==> src/rtl/wb_syscall_unit_if.sv <==
// Writeback/syscall unit bus: instruction handshake, registered writeback,
// display FIFO consumer handshake and core status signals.
interface wb_syscall_unit_if #(
  parameter int DATA_W = 32,
  parameter int SIG_W  = 32,
  parameter int CNT_W  = 32
);
  logic              in_valid;
  logic              in_ready;
  logic [DATA_W-1:0] in_pc;
  logic [SIG_W-1:0]  in_signal;
  logic [DATA_W-1:0] in_d;
  logic [DATA_W-1:0] in_r;
  logic [DATA_W-1:0] in_v0;
  logic [DATA_W-1:0] in_a0;
  logic              out_valid;
  logic [DATA_W-1:0] out_data;
  logic              disp_valid;
  logic              disp_ready;
  logic [DATA_W-1:0] disp_data;
  logic              disp_is_char;
  logic [DATA_W-1:0] display;
  logic              run_en;
  logic              halted;
  logic              bad_syscall;
  logic [CNT_W-1:0]  retired;

  // Upstream pipeline plus display consumer side
  modport master (
    output in_valid, in_pc, in_signal, in_d, in_r, in_v0, in_a0, disp_ready,
    input  in_ready, out_valid, out_data, disp_valid, disp_data, disp_is_char,
           display, run_en, halted, bad_syscall, retired
  );

  // Writeback stage side
  modport slave (
    input  in_valid, in_pc, in_signal, in_d, in_r, in_v0, in_a0, disp_ready,
    output in_ready, out_valid, out_data, disp_valid, disp_data, disp_is_char,
           display, run_en, halted, bad_syscall, retired
  );
endinterface

==> src/rtl/wb_syscall_unit.sv <==
// Final MIPS pipeline stage: writeback select/register, print/halt syscall
// service with a buffered display FIFO, run/halt control and retire counter.
module wb_syscall_unit #(
  parameter int DATA_W       = 32,
  parameter int SIG_W        = 32,
  parameter int MEMTOREG_BIT = 3,
  parameter int JAL_BIT      = 13,
  parameter int SYSCALL_BIT  = 15,
  parameter int FIFO_DEPTH   = 4,
  parameter int CNT_W        = 32
) (
  input logic             Clock,
  input logic             Reset,
  wb_syscall_unit_if.slave bus
);

  localparam int PW = $clog2(FIFO_DEPTH);
  localparam logic [PW:0]       FULL_CNT = (PW + 1)'(FIFO_DEPTH);
  localparam logic [DATA_W-1:0] V0_INT   = DATA_W'(1);
  localparam logic [DATA_W-1:0] V0_HALT  = DATA_W'(10);
  localparam logic [DATA_W-1:0] V0_CHAR  = DATA_W'(11);

  localparam logic [1:0] ST_RUN    = 2'd0;
  localparam logic [1:0] ST_DRAIN  = 2'd1;
  localparam logic [1:0] ST_HALTED = 2'd2;

  logic [1:0]        state;
  logic [PW:0]       count;
  logic [PW-1:0]     wr_ptr;
  logic [PW-1:0]     rd_ptr;
  logic [DATA_W-1:0] fifo_data [FIFO_DEPTH];
  logic              fifo_char [FIFO_DEPTH];
  logic              out_valid_q;
  logic [DATA_W-1:0] out_data_q;
  logic [DATA_W-1:0] display_q;
  logic              bad_q;
  logic [CNT_W-1:0]  retired_q;

  logic [DATA_W-1:0] wb_value;
  logic [DATA_W-1:0] push_value;
  logic              is_sys, is_int, is_chr, is_halt, is_print;
  logic              ready, accept, push, pop, nonempty;

  // Writeback select, syscall decode and handshake qualification
  always_comb begin
    wb_value   = bus.in_signal[JAL_BIT]      ? bus.in_pc :
                 bus.in_signal[MEMTOREG_BIT] ? bus.in_d  : bus.in_r;
    is_sys     = bus.in_signal[SYSCALL_BIT];
    is_int     = (bus.in_v0 == V0_INT);
    is_chr     = (bus.in_v0 == V0_CHAR);
    is_halt    = (bus.in_v0 == V0_HALT);
    is_print   = is_int | is_chr;
    push_value = is_chr ? {{(DATA_W-8){1'b0}}, bus.in_a0[7:0]} : bus.in_a0;
    nonempty   = (count != '0);
    // Full test deliberately uses the pre-pop count: a pop only frees a slot next cycle
    ready      = (state == ST_RUN) &
                 ~(bus.in_valid & is_sys & is_print & (count == FULL_CNT));
    accept     = bus.in_valid & ready;
    push       = accept & is_sys & is_print;
    pop        = nonempty & bus.disp_ready;
  end

  assign bus.in_ready     = ready;
  assign bus.out_valid    = out_valid_q;
  assign bus.out_data     = out_data_q;
  assign bus.disp_valid   = nonempty;
  assign bus.disp_data    = nonempty ? fifo_data[rd_ptr] : '0;
  assign bus.disp_is_char = nonempty & fifo_char[rd_ptr];
  assign bus.display      = display_q;
  assign bus.run_en       = (state == ST_RUN);
  assign bus.halted       = (state == ST_HALTED);
  assign bus.bad_syscall  = bad_q;
  assign bus.retired      = retired_q;

  // Display FIFO storage; contents need no reset since outputs are gated by count
  always_ff @(posedge Clock) begin
    if (push) begin
      fifo_data[wr_ptr] <= push_value;
      fifo_char[wr_ptr] <= is_chr;
    end
  end

  // FIFO pointers and occupancy
  always_ff @(posedge Clock) begin
    if (Reset) begin
      wr_ptr <= '0;
      rd_ptr <= '0;
      count  <= '0;
    end else begin
      if (push) wr_ptr <= wr_ptr + 1'b1;
      if (pop)  rd_ptr <= rd_ptr + 1'b1;
      if (push & ~pop)      count <= count + 1'b1;
      else if (pop & ~push) count <= count - 1'b1;
    end
  end

  // Registered writeback, last print value, sticky error and retire counter
  always_ff @(posedge Clock) begin
    if (Reset) begin
      out_valid_q <= 1'b0;
      out_data_q  <= '0;
      display_q   <= '0;
      bad_q       <= 1'b0;
      retired_q   <= '0;
    end else begin
      out_valid_q <= accept;
      if (accept) out_data_q <= wb_value;
      if (push) display_q <= push_value;
      if (accept & is_sys & ~is_print & ~is_halt) bad_q <= 1'b1;
      if (accept & (retired_q != '1)) retired_q <= retired_q + 1'b1;
    end
  end

  // Run/drain/halted control
  always_ff @(posedge Clock) begin
    if (Reset) begin
      state <= ST_RUN;
    end else begin
      case (state)
        ST_RUN:    if (accept & is_sys & is_halt) state <= ST_DRAIN;
        ST_DRAIN:  if (!nonempty) state <= ST_HALTED;
        ST_HALTED: state <= ST_HALTED;
        default:   state <= ST_RUN;
      endcase
    end
  end

endmodule

==> src/flat_wrapper.sv <==
// flat-port wrapper written by rule: the top's interface ports become plain ports
module wb_syscall_unit_flat 
#(
  parameter int DATA_W       = 32,
  parameter int SIG_W        = 32,
  parameter int MEMTOREG_BIT = 3,
  parameter int JAL_BIT      = 13,
  parameter int SYSCALL_BIT  = 15,
  parameter int FIFO_DEPTH   = 4,
  parameter int CNT_W        = 32
)
  (Clock, Reset, bus_in_valid, bus_in_pc, bus_in_signal, bus_in_d, bus_in_r, bus_in_v0, bus_in_a0, bus_disp_ready, bus_in_ready, bus_out_valid, bus_out_data, bus_disp_valid, bus_disp_data, bus_disp_is_char, bus_display, bus_run_en, bus_halted, bus_bad_syscall, bus_retired);
  wb_syscall_unit_if #(.DATA_W(DATA_W), .SIG_W(SIG_W), .CNT_W(CNT_W)) bus_i ();
  input logic Clock;
  input logic Reset;
  input wire logic [$bits(bus_i.in_valid)-1:0] bus_in_valid;
  input wire logic [$bits(bus_i.in_pc)-1:0] bus_in_pc;
  input wire logic [$bits(bus_i.in_signal)-1:0] bus_in_signal;
  input wire logic [$bits(bus_i.in_d)-1:0] bus_in_d;
  input wire logic [$bits(bus_i.in_r)-1:0] bus_in_r;
  input wire logic [$bits(bus_i.in_v0)-1:0] bus_in_v0;
  input wire logic [$bits(bus_i.in_a0)-1:0] bus_in_a0;
  input wire logic [$bits(bus_i.disp_ready)-1:0] bus_disp_ready;
  output wire logic [$bits(bus_i.in_ready)-1:0] bus_in_ready;
  output wire logic [$bits(bus_i.out_valid)-1:0] bus_out_valid;
  output wire logic [$bits(bus_i.out_data)-1:0] bus_out_data;
  output wire logic [$bits(bus_i.disp_valid)-1:0] bus_disp_valid;
  output wire logic [$bits(bus_i.disp_data)-1:0] bus_disp_data;
  output wire logic [$bits(bus_i.disp_is_char)-1:0] bus_disp_is_char;
  output wire logic [$bits(bus_i.display)-1:0] bus_display;
  output wire logic [$bits(bus_i.run_en)-1:0] bus_run_en;
  output wire logic [$bits(bus_i.halted)-1:0] bus_halted;
  output wire logic [$bits(bus_i.bad_syscall)-1:0] bus_bad_syscall;
  output wire logic [$bits(bus_i.retired)-1:0] bus_retired;
  assign bus_i.in_valid = bus_in_valid;
  assign bus_i.in_pc = bus_in_pc;
  assign bus_i.in_signal = bus_in_signal;
  assign bus_i.in_d = bus_in_d;
  assign bus_i.in_r = bus_in_r;
  assign bus_i.in_v0 = bus_in_v0;
  assign bus_i.in_a0 = bus_in_a0;
  assign bus_i.disp_ready = bus_disp_ready;
  assign bus_in_ready = bus_i.in_ready;
  assign bus_out_valid = bus_i.out_valid;
  assign bus_out_data = bus_i.out_data;
  assign bus_disp_valid = bus_i.disp_valid;
  assign bus_disp_data = bus_i.disp_data;
  assign bus_disp_is_char = bus_i.disp_is_char;
  assign bus_display = bus_i.display;
  assign bus_run_en = bus_i.run_en;
  assign bus_halted = bus_i.halted;
  assign bus_bad_syscall = bus_i.bad_syscall;
  assign bus_retired = bus_i.retired;
  wb_syscall_unit #(.DATA_W(DATA_W), .SIG_W(SIG_W), .MEMTOREG_BIT(MEMTOREG_BIT), .JAL_BIT(JAL_BIT), .SYSCALL_BIT(SYSCALL_BIT), .FIFO_DEPTH(FIFO_DEPTH), .CNT_W(CNT_W)) u_core (.Clock(Clock), .Reset(Reset), .bus(bus_i));
endmodule
==> config.mk <==
export PLATFORM = sky130hd
export DESIGN_NAME = wb_syscall_unit_flat
export DESIGN_NICKNAME = d
export VERILOG_FILES = /design/src/rtl/wb_syscall_unit_if.sv /design/src/rtl/wb_syscall_unit.sv /design/src/flat_wrapper.sv
export SDC_FILE = /design/constraint.sdc
export NUM_CORES = 1
export LEC_CHECK = 0
export CAP_MARGIN = 5
export CORE_MARGIN = 2
export CORE_UTILIZATION = 45
export DETAILED_ROUTE_END_ITERATION = 7
export PLACE_DENSITY = 0.77
export SYNTH_ARGS = -nofsm -noshare
export SYNTH_HDL_FRONTEND = slang
export SYNTH_SLANG_ARGS = --single-unit
==> constraint.sdc <==
create_clock -name Clock -period 5.4 [get_ports Clock]
set_clock_uncertainty 0.2 [all_clocks]
set_input_delay 0.54 -clock Clock [delete_from_list [all_inputs] [get_ports Clock]]
set_output_delay 0.54 -clock Clock [all_outputs]
set_load 0.03 [all_outputs]
Word level (Yosys, flattened, before mapping)
Memory sizes are Yosys's and may differ from the RTL's. A register that Yosys moved wholly into a read port is not among the register bits.
Cells that the tools add are included.

storage, ports and cells
  flip-flop bits (word level) = 107
  bits in writable memories = 132
  bits of input ports = 196
  output and inout bits = 135
  logic and storage cells = 65
  memories = 2

memories
  memory            depth  bits a word  rd ports  clocked after Yosys merged registers in  wr ports  line                   RTL
  u_core.fifo_data  4      32           1         1                                        1         wb_syscall_unit.sv:31  logic [DATA_W-1:0] fifo_data [FIFO_DEPTH];
  u_core.fifo_char  4      1            1         1                                        1         wb_syscall_unit.sv:32  logic fifo_char [FIFO_DEPTH];

operators by class
  add/subtract/negate cells = 5
  equality and inequality tests = 9
  multiplexer cells = 15
  bitwise logic cells = 21
  reduce and logical (&&, ||, !) cells = 4

operator list
  cell                                                                     number
  32-bit 2-to-1 mux                                                        4
  32-bit by 4-bit == test with 1-bit output, second input constant         2
  32-bit by 1-bit adder with 32-bit output, second input constant          1
  32-bit by 1-bit == test with 1-bit output, second input constant         1
  32-bit inequality test, second input constant                            1
  1-bit bitwise AND                                                        15
  2-bit 2-to-1 mux                                                         6
  3-bit 2-to-1 mux                                                         2
  2-bit case mux with 3 select lines                                       1
  1-bit inverter                                                           5
  2-bit by 1-bit adder with 2-bit output, second input constant            2
  3-bit by 1-bit adder with 3-bit output, second input constant            1
  3-bit == test, second input constant                                     1
  3-bit nonzero test                                                       1
  3-bit by 1-bit subtractor with 3-bit output, second input constant       1
  2-bit by 1-bit == test with 1-bit output, second input constant          1
  2-bit == test, second input constant                                     1
  2-bit zero test                                                          1
  1-bit 2-to-1 mux                                                         2
  2-bit by 1-bit inequality test with 1-bit output, second input constant  1
  2-bit inequality test, second input constant                             1
  2-bit AND reduction                                                      1
  2-bit nonzero test                                                       1
  1-bit bitwise OR                                                         1

Depth between registers and ports, before layout
Gate-level depths: netlist of the first run.

  depth in word-level cells = 13
  depth in mapped cells = 13
  depth with buffers taken out = 11

Least setup slack after synthesis of the first run
Ideal clock, no wire load.

  path type = in2reg
  start = input port bus_in_v0[13]
  end = register u_core.count[2]
  library setup time = 0.070 ns
  arrival time = 2.934 ns
  required time = 5.130 ns
  setup slack = 2.196 ns
  stages = 12
  path buffers = 2
  path through = nor4_4 > and4_1 > nand3_1 > inv_1 > buf_2 > buf_2 > ha_1 > inv_1 > fa_1 > xor2_1 > or3_1 > a21oi_1

between the ends
  cells in the longest elaborated chain, start to end = 12
  elaborated cells between the ends (all ways) = 15
  classes of those cells = eq/ne: 2; mux: 1; bitwise: 11; reduce/logical: 1

RTL lines
  item                                                                                                    line                                          RTL
  start: declaration                                                                                      flat_wrapper.sv:21                            input wire logic [$bits(bus_i.in_v0)-1:0] bus_in_v0;
  32-bit by 1-bit == test with 1-bit output or 32-bit by 4-bit == test with 1-bit output (tied branches)  wb_syscall_unit.sv:49, wb_syscall_unit.sv:50
  1-bit bitwise OR (*)                                                                                    wb_syscall_unit.sv:52                         is_print = is_int | is_chr;
  1-bit bitwise AND (2 in series)                                                                         wb_syscall_unit.sv:57                         ~(bus.in_valid & is_sys & is_print & (count == FULL_CNT));
  1-bit inverter                                                                                          wb_syscall_unit.sv:57
  1-bit bitwise AND                                                                                       wb_syscall_unit.sv:56                         ready = (state == ST_RUN) &
  1-bit bitwise AND                                                                                       wb_syscall_unit.sv:58                         accept = bus.in_valid & ready;
  1-bit bitwise AND                                                                                       wb_syscall_unit.sv:59                         push = accept & is_sys & is_print;
  1-bit bitwise AND (*)                                                                                   wb_syscall_unit.sv:59
  named net u_core.push                                                                                   wb_syscall_unit.sv:42                         logic ready, accept, push, pop, nonempty;
  1-bit inverter                                                                                          wb_syscall_unit.sv:93                         else if (pop & ~push) count <= count - 1'b1;
  1-bit bitwise AND                                                                                       wb_syscall_unit.sv:93
  2-bit nonzero test (no line)                                                                            -
  end signal: assignment                                                                                  wb_syscall_unit.sv:92                         if (push & ~pop) count <= count + 1'b1;
  end signal: assignment                                                                                  wb_syscall_unit.sv:93
  end: declaration                                                                                        wb_syscall_unit.sv:28                         logic [PW:0] count;

The timed path passes the listed nets; every way through them passes the cells marked *.
A chain may end at the register's enable or synchronous reset.

Worst setup path in the final report of the first run
  start = input port bus_in_v0[16]
  end = register u_core.count[2]

between the ends
  cells in the longest elaborated chain, start to end = 12
  elaborated cells between the ends (all ways) = 15
  classes of those cells = eq/ne: 2; mux: 1; bitwise: 11; reduce/logical: 1

RTL lines
  item                                                                                                    line
  32-bit by 1-bit == test with 1-bit output or 32-bit by 4-bit == test with 1-bit output (tied branches)  wb_syscall_unit.sv:49, wb_syscall_unit.sv:50
  1-bit bitwise OR (*)                                                                                    wb_syscall_unit.sv:52
  1-bit bitwise AND (2 in series)                                                                         wb_syscall_unit.sv:57
  1-bit inverter                                                                                          wb_syscall_unit.sv:57
  1-bit bitwise AND                                                                                       wb_syscall_unit.sv:56
  1-bit bitwise AND                                                                                       wb_syscall_unit.sv:58
  1-bit bitwise AND                                                                                       wb_syscall_unit.sv:59
  1-bit bitwise AND (*)                                                                                   wb_syscall_unit.sv:59
  1-bit inverter                                                                                          wb_syscall_unit.sv:93
  1-bit bitwise AND                                                                                       wb_syscall_unit.sv:93
  2-bit nonzero test (no line)                                                                            -

Every way passes the cells marked *; elsewhere a longest branch is shown, timed or not.

==> results of run 1 <==
==> worst max path at each step <==
stage,endpoint,slack (ps),cells past startpoint
global route,u_core.count[2],1260,12
global placement,u_core.count[2],940,12
detailed placement,u_core.count[2],880,12
finish,u_core.count[2],1440,12
CTS,u_core.count[2],1410,12
floorplan,u_core.count[2],2200,12
==> metal layers <==
metal | part of all wire [%] | track usage [%] | vias to the layer above
met2 | 50 | 37.8 | 284
met3 | 6.8 | 4.94 | 51
met4 | 2.5 | 6.36 | 0
met1 | 40 | 25.4 | 3975
li1 | - | - | 3958
met5 | 0 | 0 | -
==> power breakdown <==
part           internal [uW]  switching (uW)  total (uW)  leakage [uW]
Combinational            172             150         323       0.00254
Clock                   1160             705        1870      0.000444
Sequential              1950            9.69        1960       0.00206
==> Yosys cell counts, drive strengths merged, types with 2 or more instances <==
library cell  count  area share, %
nand4b            2           0.16
or4              14           0.97
clkbuf           43            1.5
mux4             33            6.9
and2             63            3.6
mux2i            34            3.2
or3               8           0.46
inv              11           0.38
nand3            38            1.8
and3              6           0.35
nor3              3           0.19
nor2             26           0.90
o21ai            38            1.8
edfxtp          132             37
nand4            13           0.95
xor2              4           0.32
dfxtp           109             20
mux2             12            1.6
buf              21            1.3
o31ai            15            1.0
a21oi            88            4.1
nand2           153            5.3
xnor2             2           0.16
nor2b            12           0.70
ha                9            1.0
and4             11           0.89
nor4             18            2.1
==> state kept, by name, indices dropped and copies added, names as in the netlist, named ones only <==
register,flops
u_core.fifo_data,128
u_core.bus.display,32
u_core.bus.out_data,32
u_core.bus.retired,32
u_core.fifo_char,4
u_core.count,3
u_core.rd_ptr,2
u_core.state,2
u_core.wr_ptr,2
u_core.bus.bad_syscall,1
u_core.bus.out_valid,1
==> metrics by stage <==
| step | utilization (%) | instance area, um2 | setup slack (ps) | hold WS, ps | cells |
|---|---|---|---|---|---|
| finish | 63.3 | 14900 | 1440 | 252 | 1545 |
| global route | 63.3 | 14900 | 1260 | 267 | 1545 |
| CTS | 63.3 | 14900 | 1410 | 254 | 1545 |
| detailed placement | 59.4 | 14000 | 880 | 246 | 1498 |
| global placement | 59.4 | 14000 | 937 | 240 | 1498 |
| floorplan | - | 10800 | 2200 | 261 | 932 |
==> cells by family (layout without fill, tap and decap cells) <==
family / count (synthesis) / after routing / share of synthesized area [%]
AO/OA/AOI/OAI: 150 / 150 / 7.79
XOR/XNOR: 6 / 6 / 0.487
adder cells (fa/ha/maj): 10 / 10 / 1.23
buffers and inverters: 75 / 369 / 3.20
flip-flops: 241 / 241 / 56.9
multiplexers: 79 / 79 / 11.6
AND/OR/NAND/NOR: 371 / 371 / 18.8
==> critical path, cell delays in order <==
cell and delay [ps]:
clkdlybuf4s50_1 410, nor4_2 460, and4_1 360, nand3_2 100, buf_4 280, inv_1 630
ha_1 330, inv_1 70, fa_1 380, xor2_1 190, or3_1 310, a21oi_1 140
==> area by class of cell <==
| cell class | count | area [um2] | area share, % |
|---|---|---|---|
| clock inverter | 15 | 203 | 1.36 |
| tap | 319 | 399 | 2.68 |
| inverter | 11 | 41.3 | 0.277 |
| clock buffer | 32 | 704 | 4.73 |
| multi-input combinational | 616 | 4320 | 29.0 |
| sequential | 241 | 6150 | 41.3 |
| timing repair buffer | 311 | 3080 | 20.6 |
==> results, run 1 <==
- The run finished with clean final reports.
- The number of buffers inserted by post-CTS setup repair is 0.
- The half-perimeter wire length of the detailed placement result is 18900 um.
- In this run the tool buffered the top-level ports with 301 buffer cells.
- Global routing finished with a remaining overflow of 0.
- The peak supply drop is 0.143 mV.
- Synthesis produced a netlist with a net count of 1138.
- The width of the die is 159 um.
- At the end of routability-driven placement, the weighted congestion stood at 0.792.
- The overall die area is 25300 um2.
- The core area is 23500 um2.
- The setup slack of the worst register-to-register path is 1700 ps.
- The worst setup path is captured at a register.
- The area of the mapped netlist is 10800 um2.
- The largest net degree at the start of global routing is 65.
- The average wire per standard cell is 17.8 um.
- In the layout the commonest cells are clkdlybuf4s50_1, nand2_1, edfxtp_1, dfxtp_1, a21oi_1.
- In this run the most critical hold path is launched from u_core.bus.display[8].
- The hold path endpoint is u_core.bus.display[8].
- Counting instances, the worst hold path has a depth of 2.
- In the synthesized netlist the async set-or-reset flop fraction comes to 0%.
- The number of warnings reported in the yosys synthesis log is 0.
- The total number of vias is 8268.
- The maximum fanout along the worst path is 34.
- At the worst endpoint, the arrival time is 4200 ps.
- The highest attainable clock frequency is 0.253 GHz.
- The beginning of the worst register-to-register path is u_core.state[0].
- The count of routing violations after the opening detailed-route iteration is 514.
- TritonCTS built the clock tree.
- The share of post-route cells with drive strength above 1 is 10.0%.
- Synthesis inferred 241 register bits.
- The TritonCTS buffer count is 26.
- The clock passes through at most 3 buffers.
- The growth of design area from synthesis to finish is 37.9%.
- The sum of negative setup slack is 0 ps.
- The terminus of the critical flop-to-flop path is u_core.count[2].
- Gates resized during post-CTS repair numbered 0.
- In the synthesized netlist, the number of instances is 932.
- The fraction of the cycle the final worst path needs is 73.3%.
- The launch point of the worst path is bus_in_v0[16].
- The kind of start point of the critical path is a primary input.
- The number of diodes added for antenna fixing is 0.
- The number of slew-limit violations in the final report is 0.
- In this run the mean area of a mapped cell was 11.6 um2.
- The share of the Yosys chip area taken by registers is 56.9%.
- The TritonCTS sink count is 241.
- The insertion delay to the later sink of the worst-skew pair is 510 ps.
- The number of antenna violations at the first check in global routing is 1.
- The number of levels the H-tree was split into is 1.
- The number of optimization iterations in the first detailed-route pass is 5.
- The final wirelength is 27500 um.
- For this design the top-level I/O count stands at 331.
- The final number of hold-violating endpoints is 0.
- Leaving out fill and tap cells, the most frequent cell in the layout is clkdlybuf4s50_1.
- Counting cells, the worst reg-to-reg path comes to 12.
- The number of filler cells placed in the layout is 1892.
- The number of maximum-capacitance constraint violations is 0.
- Buffers inserted to repair hold after CTS numbered 0.
- The most used flip-flop cell after synthesis is edfxtp_1.
- The leakage power is 0.00505 uW.
- The path type of the worst min-delay path is register to register.
- The detailed-route DRC error count is 0.
- The number of different library cells used by synthesis comes to 52.
- The via count of the first global-routing pass is 8186.
- The final critical-path required period is 3960 ps.
- The detailed-route vias per instance is 5.35.
- Setup repair after global routing left no endpoint under its margin.
- The first global-routing pass estimated 43400 um of wire.
- The worst-margin pin slew is 980 ps.
- The worst slew margin relative to its limit is 34.7%.
- The worst setup path is of the primary input to register kind.
- Row generation in the floorplan step produced 56 rows.
- The data required time at the worst endpoint is 5640 ps.
- The die height is 159 um.
- The count of flip-flops with a built-in enable after synthesis is 132.
- Once the floorplan was initialized, standard cells occupied 45.9% of the core.
- Across every metal layer, demand over resource in global routing totals 21.1%.
- After clock tree synthesis, the clock-pin slew on the worst setup and hold paths is 60 ps.
- The residual antenna-violating net count after detailed routing is 0.
- The layout net count is 1413.
- The setup violation total in the final timing report is 0.
- The buffer cell driving the clock tree root is clkbuf_16.
- For this design the ratio of total power to cell area is 278 nW/um2.
- The completed layout was analyzed and its total power is 4150 uW.
(Power assumes the default switching activity.)
==> run 2, diff against run 1 <==
Settings changed: CORE_UTILIZATION 45 to 43.
Clock period 5.4 ns to 3.6 ns, I/O delays scaled along.
==> results, run 2 (synthesized netlist as in run 1, its figures left out) <==
- The post-layout instance area came to 14900 um2 (+0.36%).
- The number of maximum-capacitance constraint violations was 0 (unchanged).
- The share of post-route cells with drive strength above 1 was 10.9% (+0.88 points).
- The path type of the worst min-delay path is primary input to register.
- The number of antenna violations at the first check in global routing was 0 (-1).
- Of the available clock period, the critical path in the final layout requires 88.7%.
- The growth of design area from synthesis to finish is 38.4%.
- The peak supply drop was 0.268 mV (+87%).
- The width of the die came to 162 um (+2.2%).
- The worst setup slack after placement is 335 ps (-545 ps).
- The global-route wire length before repair is 43700 um (+0.76%).
- The tree is rooted in a clkbuf_16.
- The number of flip-flops under the largest register name is 128 (unchanged).
- The detailed-route vias per instance came to 5.35 (about the same).
- The flow ran to the end, and the final reports show no timing, DRC or antenna violations.
- The met2 routed wirelength came to 13900 um (+0.18%).
- The largest register by flop count is u_core.fifo_data.
- The data required time at the worst endpoint was 3040 ps (-2600 ps).
- The post-CTS resize count came to 0 (unchanged).
- The register area is 6150 um2 (unchanged).
- The detailed-route DRC error count is 0 (unchanged).
- The library cells used most frequently in the layout, excluding fill and tap cells, are clkdlybuf4s50_1, nand2_1, edfxtp_1, dfxtp_1, a21oi_1.
- The number of levels the H-tree was split into was 1 (unchanged).
- The number of buffers inserted by post-CTS setup repair came to 0 (unchanged).
- TritonCTS built the clock tree.
- The TritonCTS buffer count is 26 (unchanged).
- The total track usage is 21.0% (-0.14 points).
- The insertion delay to the later sink of the worst-skew pair came to 520 ps (about the same).
- The number of hold buffers added after cts is 0 (unchanged).
- The count of routing violations after the opening detailed-route iteration was 523 (+1.8%).
- The core area is 24500 um2 (+3.9%).
- The clock tree buffer depth was 3 (unchanged).
- The die height is 162 um (+2.2%).
- The remaining global-route overflow is 0 (unchanged).
- The number of optimization iterations in the first detailed-route pass is 5 (unchanged).
- Setup repair after global routing left no endpoint under its margin.
- The total area of multi-input combinational cells is 4320 um2 (unchanged).
- The largest net degree at the start of global routing came to 99 (+52%).
- The utilization of the core after routing is 61.1% (-2.2 points).
- The number of primary I/O pins is 331 (unchanged).
- The worst slew margin relative to its limit is 30.4% (-4.3 points).
- The leakage power is 0.00509 uW (+0.86%).
- The number of diodes added for antenna fixing is 0 (unchanged).
- The effective utilization at floorplan was 44.1% (-1.7 points).
- The critical path is of the register to output port type.
- The maximum fanout along the worst path is 9 (-74%).
- The power per cell area is 404 nW/um2 (+45%).
- The final wirelength is 28300 um (+2.8%).
- The TritonCTS sink count is 241 (unchanged).
- The final number of hold-violating endpoints is 0 (unchanged).
- Counting I/O delays and the setup requirement, the final critical path takes 3190 ps.
- The total number of vias is 8347 (+0.96%).
- The most frequent standard cell in the layout excluding fill and tap cells is clkdlybuf4s50_1.
- The residual antenna-violating net count after detailed routing is 0 (unchanged).
- The worst setup path is captured at an output port.
- The overall die area is 26400 um2 (+4.5%).
- The cell area after placement is 14100 um2 (+0.85%).
- Derived from the worst setup path, the maximum achievable clock frequency is 0.313 GHz.
- The final estimated routing congestion in global placement is 0.835 (+5.5%).
- The worst setup path is launched from a register.
- The via count of the first global-routing pass came to 8182 (-0.049%).
- The clock-pin slew on the worst setup and hold paths is 60 ps (about the same).
- The sum of negative setup slack was 0 ps (unchanged).
- The met3 layer wire length in the routed design is 2540 um (+35%).
- The worst-margin pin slew was 1040 ps (+63.8 ps).
- The layout net count came to 1423 (+0.71%).
- The number of slew-limit violations in the final report is 0 (unchanged).
- The number of filler cells placed in the layout is 1960 (+3.6%).
- The average wire per standard cell is 18.1 um (+1.7%).
- The data arrival time of the critical path is 2630 ps (-1570 ps).
- The half-perimeter wire length of the detailed placement result came to 19700 um (+3.9%).
- The final worst-path setup slack is 405 ps (-1040 ps).
- The routed metal-1 wire length was 10700 um (-3.4%).
- The setup violation total in the final timing report is 0 (unchanged).
- The row count is 57 (+1.8%).
- The highest metal layer carrying signal wires in the routed design is met4.
- The count of buffers inserted at the top-level ports was 301 (unchanged).
-- run 2: changes by cell type in the layout (fill, tap and decap cells not counted), sizes merged --
cell    delta
clkinv     +8
buf       +10
clkbuf     -5
bufinv     -2
-- run 2: critical path, stage by stage, from the launching register on --
cell	delay, ps
dfxtp_2	490
buf_4	280
mux4_2	530
and2_1	200
clkdlybuf4s50_1	600
-- run 2: final cells by class --
class                   count  area share (%)
multi-input cells         616            28.9
clock buffers              27            4.38
inverters                  11           0.276
flip-flops and latches    241            41.1
clock inverters            21            1.26
well taps                 324            2.71
repair buffers            321            21.3
-- run 2: final timing paths --
check,start,to,slack [ps],depth (start not counted)
hold / removal,bus_in_a0[25],u_core.bus.display[25],210,3
setup reg to reg,u_core.state[0],u_core.count[2],960,11
hold reg to reg,u_core.bus.out_data[21],u_core.bus.out_data[21],250,2
setup / recovery,register,bus_disp_is_char,410,4
-- run 2: through the flow --
stage	power [uW]	std cells	hold slack, ps
3_5_place_dp	3480	1513	245
4_1_cts	6100	1561	204
2_1_floorplan	3200	932	259
6_report	6040	1561	213
3_3_place_gp	3480	1513	241
5_1_grt	6230	1561	216
-- run 2: per-layer routing --
| metal | vias to the layer above | global-route usage (%) |
|---|---|---|
| li1 | 3985 | - |
| met1 | 3973 | 24.5 |
| met2 | 329 | 36.5 |
| met3 | 60 | 6.09 |
| met4 | 0 | 8.41 |
| met5 | - | 0 |
-- run 2: power by group --
| part | total, uW | internal, uW | switching (uW) | leakage, uW |
|---|---|---|---|---|
| clock network | 2610 | 1530 | 1080 | 0.000422 |
| logic | 488 | 260 | 227 | 0.00261 |
| registers | 2940 | 2920 | 16.6 | 0.00206 |
